<file path="config.mk">
export PLATFORM = sky130hd
export DESIGN_NAME = demux_stream_3way
export DESIGN_NICKNAME = d
export VERILOG_FILES = /design/src/rtl/demux_stream_3way.sv
export SDC_FILE = /design/constraint.sdc
export NUM_CORES = 1
export LEC_CHECK = 0
export ABC_AREA = 1
export BUFFER_PORTS_ARGS = -buffer_cell sky130_fd_sc_hd__buf_2
export CAP_MARGIN = 30
export CORE_AREA = 10 10 53 55
export DETAILED_ROUTE_END_ITERATION = 8
export DIE_AREA = 0 0 63 65
export PLACE_DENSITY = 0.7
export SLEW_MARGIN = 5
export SYNTH_ARGS = -nofsm -noshare
export SYNTH_HDL_FRONTEND = slang
export SYNTH_SLANG_ARGS = --single-unit
</file>
<file path="constraint.sdc">
create_clock -name clk -period 2.4 [get_ports clk]
set_clock_uncertainty 0.15 [all_clocks]
set_input_delay 0.48 -clock clk [delete_from_list [all_inputs] [get_ports clk]]
set_output_delay 0.48 -clock clk [all_outputs]
set_load 0.01 [all_outputs]
</file>
<file path="src/rtl/demux_stream_3way.sv">
`default_nettype none
// ============================================================================
//  Module   : demux_stream_3way
//  Purpose  : Registered 1-to-3 stream demultiplexer. Accepts one word per
//             cycle on a valid/ready input and routes it by a 2-bit select to
//             one of three valid/ready output channels. The word is held until
//             the selected channel accepts it. Select 2'b11 has no target: the
//             word is accepted and discarded. A one-cycle error pulse flags
//             the discard, and a saturating counter counts it.
//  Ports    : clk        rising-edge clock
//             rst        synchronous reset, active-high
//             in_valid   input word valid
//             in_ready   input word accepted when in_valid && in_ready
//             in_sel     route: 00->ch0, 01->ch1, 10->ch2, 11->drop
//             in_data    input word
//             out_valid  one-hot, bit i = word held for channel i
//             out_ready  per-channel accept
//             out_data   held word, shared by all three channels
//             drop_err   pulse, cycle after a 2'b11 word is accepted
//             drop_cnt   saturating count of dropped words
//  Revision : 1.0  initial release
// ============================================================================
module demux_stream_3way #(
    parameter int DATA_W = 2,
    parameter int CNT_W  = 8
) (
    input  logic              clk,
    input  logic              rst,
    input  logic              in_valid,
    output logic              in_ready,
    input  logic [1:0]        in_sel,
    input  logic [DATA_W-1:0] in_data,
    output logic [2:0]        out_valid,
    input  logic [2:0]        out_ready,
    output logic [DATA_W-1:0] out_data,
    output logic              drop_err,
    output logic [CNT_W-1:0]  drop_cnt
);

    localparam logic [1:0]       c_sel_drop = 2'b11;
    localparam logic [CNT_W-1:0] c_cnt_max  = {CNT_W{1'b1}};
    localparam logic [CNT_W-1:0] c_cnt_one  = {{(CNT_W-1){1'b0}}, 1'b1};

    typedef enum logic [0:0] {
        EMPTY = 1'b0,
        FULL  = 1'b1
    } state_t;

    state_t              state_q,     state_d;
    logic [2:0]          out_valid_q, out_valid_d;
    logic [DATA_W-1:0]   out_data_q,  out_data_d;
    logic                drop_err_q,  drop_err_d;
    logic [CNT_W-1:0]    drop_cnt_q,  drop_cnt_d;

    logic w_drain;
    logic w_accept;
    logic w_routed;
    logic w_drop;

    // Only the channel that actually holds the word can drain it; ready on
    // the other two channels is masked off by the one-hot valid.
    assign w_drain  = (state_q == FULL) && (|(out_valid_q & out_ready));
    // Ready depends only on the register state and out_ready, never on
    // in_valid, so an upstream source may wait for ready before asserting.
    assign in_ready = (state_q == EMPTY) || w_drain;
    assign w_accept = in_valid && in_ready;
    assign w_routed = w_accept && (in_sel != c_sel_drop);
    assign w_drop   = w_accept && (in_sel == c_sel_drop);

    always_comb begin
        state_d     = state_q;
        out_valid_d = out_valid_q;
        out_data_d  = out_data_q;
        drop_err_d  = w_drop;
        drop_cnt_d  = drop_cnt_q;

        if (w_routed) begin
            // Covers both EMPTY->FULL and the back-to-back FULL->FULL case
            // where the old word drains in the same cycle.
            state_d     = FULL;
            out_valid_d = 3'b001 << in_sel;
            out_data_d  = in_data;
        end else if (w_drain) begin
            // out_data keeps its last value; only the valid is cleared.
            state_d     = EMPTY;
            out_valid_d = 3'b000;
        end

        if (w_drop && (drop_cnt_q != c_cnt_max)) begin
            drop_cnt_d = drop_cnt_q + c_cnt_one;
        end
    end

    always_ff @(posedge clk) begin
        if (rst) begin
            state_q     <= EMPTY;
            out_valid_q <= 3'b000;
            out_data_q  <= '0;
            drop_err_q  <= 1'b0;
            drop_cnt_q  <= '0;
        end else begin
            state_q     <= state_d;
            out_valid_q <= out_valid_d;
            out_data_q  <= out_data_d;
            drop_err_q  <= drop_err_d;
            drop_cnt_q  <= drop_cnt_d;
        end
    end

    assign out_valid = out_valid_q;
    assign out_data  = out_data_q;
    assign drop_err  = drop_err_q;
    assign drop_cnt  = drop_cnt_q;

endmodule
`default_nettype wire
</file>
After elaboration in Yosys (flattened, before gate mapping)
Index checks and enable logic that the tools add are counted.
Word-level totals
  flip-flop bits (word level): 15
  input port bits: 10
  word-level logic and storage cells: 24
Cells by class
  add/subtract/negate cells: 1
  equal/unequal tests: 3
  shift operators: 1
  muxes and demuxes: 4
  bitwise operators: 2
  reduce and logical (&&, ||, !) cells: 8
Operator list (number)
  $add 8x1->8 const B: 1
  $ne 8x8->1 const B: 1
  $mux 3: 2
  $logic_and 1x1->1: 5
  $and 3x3->3: 1
  $reduce_or 3->1: 1
  $shl 1x2->3 const A: 1
  $eq 2x2->1 const B: 1
  $mux 1: 2
  $ne 2x2->1 const B: 1
  $reduce_bool 2->1: 1
  $logic_or 1x1->1: 1
  $not 1->1: 1

Longest topological paths before layout
Gate-level depths: netlist of run 1.
  depth in word-level cells: 7
  depth in mapped cells: 9

Worst setup path after synthesis of run 1
Ideal clock, no wire load.
  kind: reg2reg
  start: register drop_cnt_q[1] (netlist: drop_cnt[1])
  end: register drop_cnt_q[7] (netlist: drop_cnt[7])
  library setup time: 114 ps
  arrival: 1138 ps
  setup slack: 998 ps
  cell stages (with the launch flop): 9
  period minus slack after synthesis: 1402 ps
  cell sequence: dfxtp_1 ha_1 nand2_2 nor2_2 nand2_2 nand3b_1 nor2_1 nor2_1 nor2_2
Between the ends
  word-level cells in the longest chain between the ends: 2
  elaborated cells on any way between the ends: 3
Ends and longest elaborated chain
  start: declaration: RTL line 53  | logic [CNT_W-1:0] drop_cnt_q, drop_cnt_d;
  start signal: assignment: RTL line 106  | drop_cnt_q <= drop_cnt_d;
  parallel branches: the longest is 2 deep, another holds $add 8x1->8
Several ways; the timed one is not identified.
A chain may end at the register's enable or synchronous reset.

Final worst setup path of run 1
  start: register out_valid_q[0] (netlist: out_valid[0])
  end: output in_ready
Between the ends
  word-level cells in the longest chain between the ends: 4
Ends and longest elaborated chain
  start: declaration: RTL line 50  | logic [2:0] out_valid_q, out_valid_d;
  start signal: assignment: RTL line 103  | out_valid_q <= out_valid_d;
  $and 3x3->3: RTL line 62  | assign w_drain = (state_q == FULL) && (|(out_valid_q & out_ready));
  $reduce_or 3->1: RTL line 62
  $logic_and 1x1->1: RTL line 62
  $logic_or 1x1->1: RTL line 65  | assign in_ready = (state_q == EMPTY) || w_drain;
  end: declaration: RTL line 30  | output logic in_ready,
Every way passes these cells.

==> results.md, run 1 <==
* Total wire length at 1770 um
* Vias in the first global route at 802
* Maximum VDD drop at 0.326 mV
* Distinct cells, synth at 20
* Final hold violations at 0
* Final GP Congestion at 0.825
* Remaining antenna violation count at 0
* Layout cells sized above 1 at 27.6%
* Top-count cell post-synth: nand2_1
* Overall Power at 478 uW
* # setup viols final at 0
* DP Wirelength at 1450 um
* R2r setup slk at 940 ps
* Mapped cell area at 782 um^2
* Clk slew on worst S/H paths at 90 ps
* Worst rel slew slack at 82.2%
* Start point of the critical path: out_valid[0]$_SDFFE_PP0P_
* Cts hold-fix bufs at 0
* Starting DRT DRC Count at 29
* Leakage at 0.462 nW
* RSZ-0062 raised after global routing: no
* Root Driver: clkbuf_4
* Startpoint Class: flip-flop
* Fmax at 0.592 GHz
* Yosys top cell by area: dfxtp_1
* R2R cell count at 8
* Run status: completed
* Avg WL per Cell at 10.3 um
* IO Pins at 25
* Syn_nets at 128
* # DRC at 0
* Worst-margin pin slew at 265 ps
* Avg Cell Area, Syn at 6.68 um^2
* # rows at 16
* CTS HTree Levels at 1
* Initial antenna violation count at 0
* Met1 global-route usage at 10.2%
* Clock Path Buffers at 2
* Chip width at 63 um
* Crit path DAT at 1060 ps
* Post-synth EDFFs at 0
* Die span in y at 65 um
* Worst reg2reg path startpoint: drop_cnt[0]$_SDFFE_PP0P_
* Required time of the critical path at 1770 ps
* Final nets at 157
* Crit Path Max Fanout at 5
* Drt pass-1 iters at 4
* Fin Setup TNS at 0 ps
* FFs w/ async S/R, synth at 0%
* Top post-synthesis cells by area: dfxtp_1, nand2_1, nor2_1
* Drt via density at 4.63
* Antenna fix cells at 0
* Vias at 797
* Port Buffers at 24
* Top_reg_cell synth: dfxtp_1
* Starting density of the core at 42.0%
* Met2 capacity usage during global routing at 16.1%
* Yosys reg bits at 15
* Die area at 4100 um^2
* Reg2Reg Capture Point: drop_cnt[1]$_SDFFE_PP0P_
* Grt ovf at 0
* Area share of fa/ha/maj cells after synthesis at 1.60%
* CTS buffer count at 3
* Final Cycle Share at 70.3%
* GRT met3 Usage at 5.33%
* Max-cap violations at 0
* Ys Warns at 0
* Worst Setup Path Type: flip-flop to primary output
* Synth Area in Compound Gates at 5.44%
* Pwr dens at 497 nW/um^2
* CTS sink cnt at 15
* CTS tree: done
* Global-route wire length before repair at 3310 um
* Post-synthesis instance total at 117
* Final max-slew violation count at 0
* Setup Fix Bufs, Post-CTS at 0
* Hold crit path type: primary input to flip-flop
* Most frequent cells after synthesis: nand2_1, nor2_1, dfxtp_1
* Synth Area in Simple Gates at 46.4%
* Multiplexer share of the synthesized area at 0%
* Post-synthesis xor/xnor area fraction at 0%
* Crit path to: in_ready
* Gr usage total at 9.58%
* Largest family of logic cells by synthesized area: simple AND/OR/NAND/NOR gates
* Element type at the critical path end: primary output
* Worst-Skew Late Latency at 280 ps
* Largest net degree at the start of global routing at 10
* Synth-to-layout area growth at 23.0%
* Core Region at 1860 um^2
* Post-cts repair resize count at 0
* Register area share after synthesis at 38.4%
* Grt peak-use layer: met2
* Share of the synthesized area in the top cell type at 38.4%
* Crit path time final at 1690 ps
[state kept, by name (all words and copies together), names as in the netlist]
signal	count
drop_cnt	8
out_valid	3
out_data	2
drop_err	1
state_q	1
[layout by cell type, fill, tap and decap left out, drive strengths merged]
cell    count
a21oi       5
buf        24
clkbuf      4
clkinv      2
dfxtp      15
ha          1
inv        15
nand2      34
nand3      10
nand3b      1
nand4       3
nor2       27
o21ai       2
o21bai      1
or2         1
[through the flow]
step | utilization, % | hold slack (ps) | instance area (um^2) | instances | setup slack (ps)
2_1_floorplan | - | 334 | 782 | 117 | 998
3_3_place_gp | 50.3 | 301 | 936 | 168 | 747
3_5_place_dp | 50.3 | 311 | 936 | 168 | 737
4_1_cts | 51.7 | 280 | 962 | 172 | 688
5_1_grt | 51.7 | 269 | 962 | 172 | 627
6_report | 51.7 | 288 | 962 | 172 | 712
[worst max-delay path, stage by stage (launching register included)]
cell and delay (ps):
dfxtp_1 330, nand2_1 110, nand4_4 160, buf_2 180
[routing by layer]
| metal | routed length, um | part of all wire (%) |
|---|---|---|
| met4 | 9 | 0.51 |
| met1 | 821 | 46 |
| met3 | 140 | 7.9 |
| met5 | 0 | 0 |
| met2 | 796 | 45 |
[where the power goes]
group | switching (mW) | internal (mW)
sequential | 0.00755 | 0.258
clock | 0.0772 | 0.0644
combinational | 0.0430 | 0.0280
total | 0.128 | 0.350
[cell type report]
type	count	area, um^2
inverter	17	63.8
timing repair buffer	24	120
clock buffer	4	26.3
sequential	15	300
tap	27	33.8
fill	200	900
multi-input combinational	85	418
[logic make-up (layout without fill, tap and decap cells)]
kind of cell / Yosys count / after routing
buf+inv: 17 / 45
simple gates: 76 / 76
compound gates: 8 / 8
fa+ha+maj: 1 / 1
flops: 15 / 15
[worst min-delay path by stage]
stage / slack (ps) / to / depth (start not counted) / startpoint
3_5_place_dp: 310 / out_data[0]$_SDFFE_PP0P_ / 2 / out_data[0]$_SDFFE_PP0P_
3_3_place_gp: 300 / out_data[1]$_SDFFE_PP0P_ / 2 / out_data[1]$_SDFFE_PP0P_
4_1_cts: 280 / out_data[0]$_SDFFE_PP0P_ / 3 / in_data[0]
5_1_grt: 270 / out_data[0]$_SDFFE_PP0P_ / 3 / in_data[0]
2_1_floorplan: 330 / out_data[0]$_SDFFE_PP0P_ / 2 / out_data[0]$_SDFFE_PP0P_
6_report: 290 / out_data[0]$_SDFFE_PP0P_ / 3 / in_data[0]
(Power assumes the default switching activity.)
==> inputs of run 2 (changes only) <==
--- a/config.mk
+++ b/config.mk
@@ -8,9 +8,9 @@
 export ABC_AREA = 1
 export BUFFER_PORTS_ARGS = -buffer_cell sky130_fd_sc_hd__buf_2
 export CAP_MARGIN = 30
-export CORE_AREA = 10 10 53 55
+export CORE_AREA = 10 10 54 56
 export DETAILED_ROUTE_END_ITERATION = 8
-export DIE_AREA = 0 0 63 65
+export DIE_AREA = 0 0 64 66
 export PLACE_DENSITY = 0.7
 export SLEW_MARGIN = 5
 export SYNTH_ARGS = -nofsm -noshare
==> constraint.sdc (replaced) <==
create_clock -name clk -period 1.35 [get_ports clk]
set_clock_uncertainty 0.15 [all_clocks]
set_input_delay 0.27 -clock clk [delete_from_list [all_inputs] [get_ports clk]]
set_output_delay 0.27 -clock clk [all_outputs]
set_load 0.01 [all_outputs]
==> run 2 against run 1 <==
  * The flow now finishes with violations (setup timing)
  * Clock power increased by 81%
  * Power grew 91%
  * Hold slack got worse by 220 ps
  * Register-to-register slack got worse by 1000 ps
  * Non-clock buffer count is 13 higher
  * Critical endpoint is now drop_cnt[1]
  * Largest cell class unchanged
  * Highest routed layer unchanged
==> results.md, run 2 (synthesis results as in run 1) <==
* Reg2Reg Capture Point: drop_cnt[7]$_SDFFE_PP0P_
* Required time of the critical path at 930 ps
* Final max-slew violation count at 0
* Met1 global-route usage at 9.18%
* Critical path's slowest cell: dfxtp_2
* Crit path to: drop_cnt[1]
* Fin Setup TNS at -240 ps
* Layout cells sized above 1 at 48.7%
* Run status: finished, violations left
* Pwr dens at 766 nW/um^2
* Final Cycle Share at 105%
* CTS tree: done
* Post-route worst setup slack at -72.4 ps
* Fmax at 0.703 GHz
* Gate power share at 19.8%
* Element type at the critical path end: primary output
* Top cell by count, worst path: buf_4
* Root Driver: clkbuf_4
* Remaining antenna violation count at 0
* Clock Path Buffers at 2
* DP Wirelength at 1530 um
* Leakage at 0.577 nW
* Sequential Power Share at 52.0%
* Met2 capacity usage during global routing at 19.4%
* Worst reg2reg path startpoint: drop_cnt[1]$_SDFFE_PP0P_
* Sw Pwr at 258 uW
* Most frequent cells in the layout: nand2_1, buf_2, nor2_1
* CTS HTree Levels at 1
* Drt via density at 4.64
* R2r setup slk at -60 ps
* Avg WL per Cell at 11.9 um
* Max reg flops at 8
* Crit path time final at 1420 ps
* Chip width at 64 um
* P_int at 655 uW
* Max-cap violations at 0
* R2R cell count at 8
* Failing checks: setup timing
* WHS Path Cells at 3
* Clk pwr share at 28.2%
* Die span in y at 66 um
* Clk slew on worst S/H paths at 90 ps
* Inst Count DP at 173
* CP cell instances: buf_4 -> buf_4 -> buf_6
* Antenna fix cells at 0
* Non-filler cells, final at 185
* Setup WS pre-CTS at -46.8 ps
* RSZ-0062 raised after global routing: yes
* Switching Share at 28.2%
* Initial antenna violation count at 0
* Largest net degree at the start of global routing at 10
* CTS sink cnt at 15
* # rows at 16
* Grt ovf at 0
* Worst-Skew Late Latency at 290 ps
* Starting density of the core at 41.1%
* Total wire length at 2200 um
* Core Region at 1900 um^2
* Worst-margin pin slew at 258 ps
* Most common cell after layout, fill and taps aside: nand2_1
* Maximum VDD drop at 0.688 mV
* Die area at 4220 um^2
* Drt pass-1 iters at 4
* Crit path DAT at 1000 ps
* Synth-to-layout area growth at 52.5%
* Starting DRT DRC Count at 17
* Grt peak-use layer: met2
* IO Pins at 25
* CTS buffer count at 3
* Crit Path Max Fanout at 3
* # setup viols final at 7
* Final hold violations at 0
* # DRC at 0
* Start point of the critical path: drop_cnt[1]$_SDFFE_PP0P_
* GRT met3 Usage at 4.92%
* Worst Setup Path Type: flip-flop to primary output
* Hold crit path type: primary input to flip-flop
* Vias at 858
* Slowest stage delay, CP at 350 ps
* Startpoint Class: flip-flop
* Global-route wire length before repair at 3510 um
* Port Buffers at 24
* Final nets at 170
* Overall Power at 913 uW
* Vias in the first global route at 866
* Final GP Congestion at 0.827
* Worst rel slew slack at 82.7%
* Gr usage total at 10.0%
==> run 2: metal layers <==
metal  wire length (um)  up-vias
met4                 20        0
met5                  0        -
met2               1160       20
met1                854      390
li1                   -      444
met3                169        4
==> run 2: repair_timing <==
| item | 4_1_cts | 5_1_grt |
|---|---|---|
| endpoints found under the hold margin | 0 | 0 |
| setup endpoints to repair | 7 | 13 |
| gates resized for setup | 12 | 22 |
| hold buffers | 0 | 0 |
| pin swaps | 4 | 14 |
| setup buffers | 4 | 4 |
==> run 2: power groups by stage <==
stage	clock network, mW	logic [mW]	registers [mW]
after floorplan	0	0.0721	0.489
after CTS	0.268	0.158	0.473
final	0.257	0.181	0.475
after detailed placement	0	0.140	0.482
after global routing	0.282	0.201	0.477
after global placement	0	0.136	0.481
==> run 2: through the flow <==
stage / area (um^2) / hold slack (ps) / util, %
after floorplan: 787 / 189 / -
after global placement: 978 / 298 / 51.4
after detailed placement: 978 / 307 / 51.4
after CTS: 1070 / 58.4 / 56.5
after global routing: 1190 / 75.0 / 62.7
final: 1190 / 63.9 / 62.7
==> run 2: worst min-delay path by stage <==
stage | start | end | slack [ps]
2_1_floorplan | rst | out_data[0]$_SDFFE_PP0P_ | 190
3_3_place_gp | out_data[1]$_SDFFE_PP0P_ | out_data[1]$_SDFFE_PP0P_ | 300
3_5_place_dp | out_data[0]$_SDFFE_PP0P_ | out_data[0]$_SDFFE_PP0P_ | 310
4_1_cts | in_data[0] | out_data[0]$_SDFFE_PP0P_ | 60
5_1_grt | in_data[1] | out_data[1]$_SDFFE_PP0P_ | 70
6_report | in_data[0] | out_data[0]$_SDFFE_PP0P_ | 60
==> run 2: final cells by class <==
class | count | area, um^2
fill | 176 | 709
multi-input combinational | 85 | 515
sequential | 15 | 312
timing repair buffer | 37 | 240
inverter | 17 | 63.8
tap | 27 | 33.8
clock buffer | 3 | 22.5
clock inverter | 1 | 5.00
==> run 2: worst max-delay path: cells and delay by family, from the launching register on <==
family | cells | cell delay [ps]
buffers and inverters | 3 | 370
flip-flops | 1 | 350
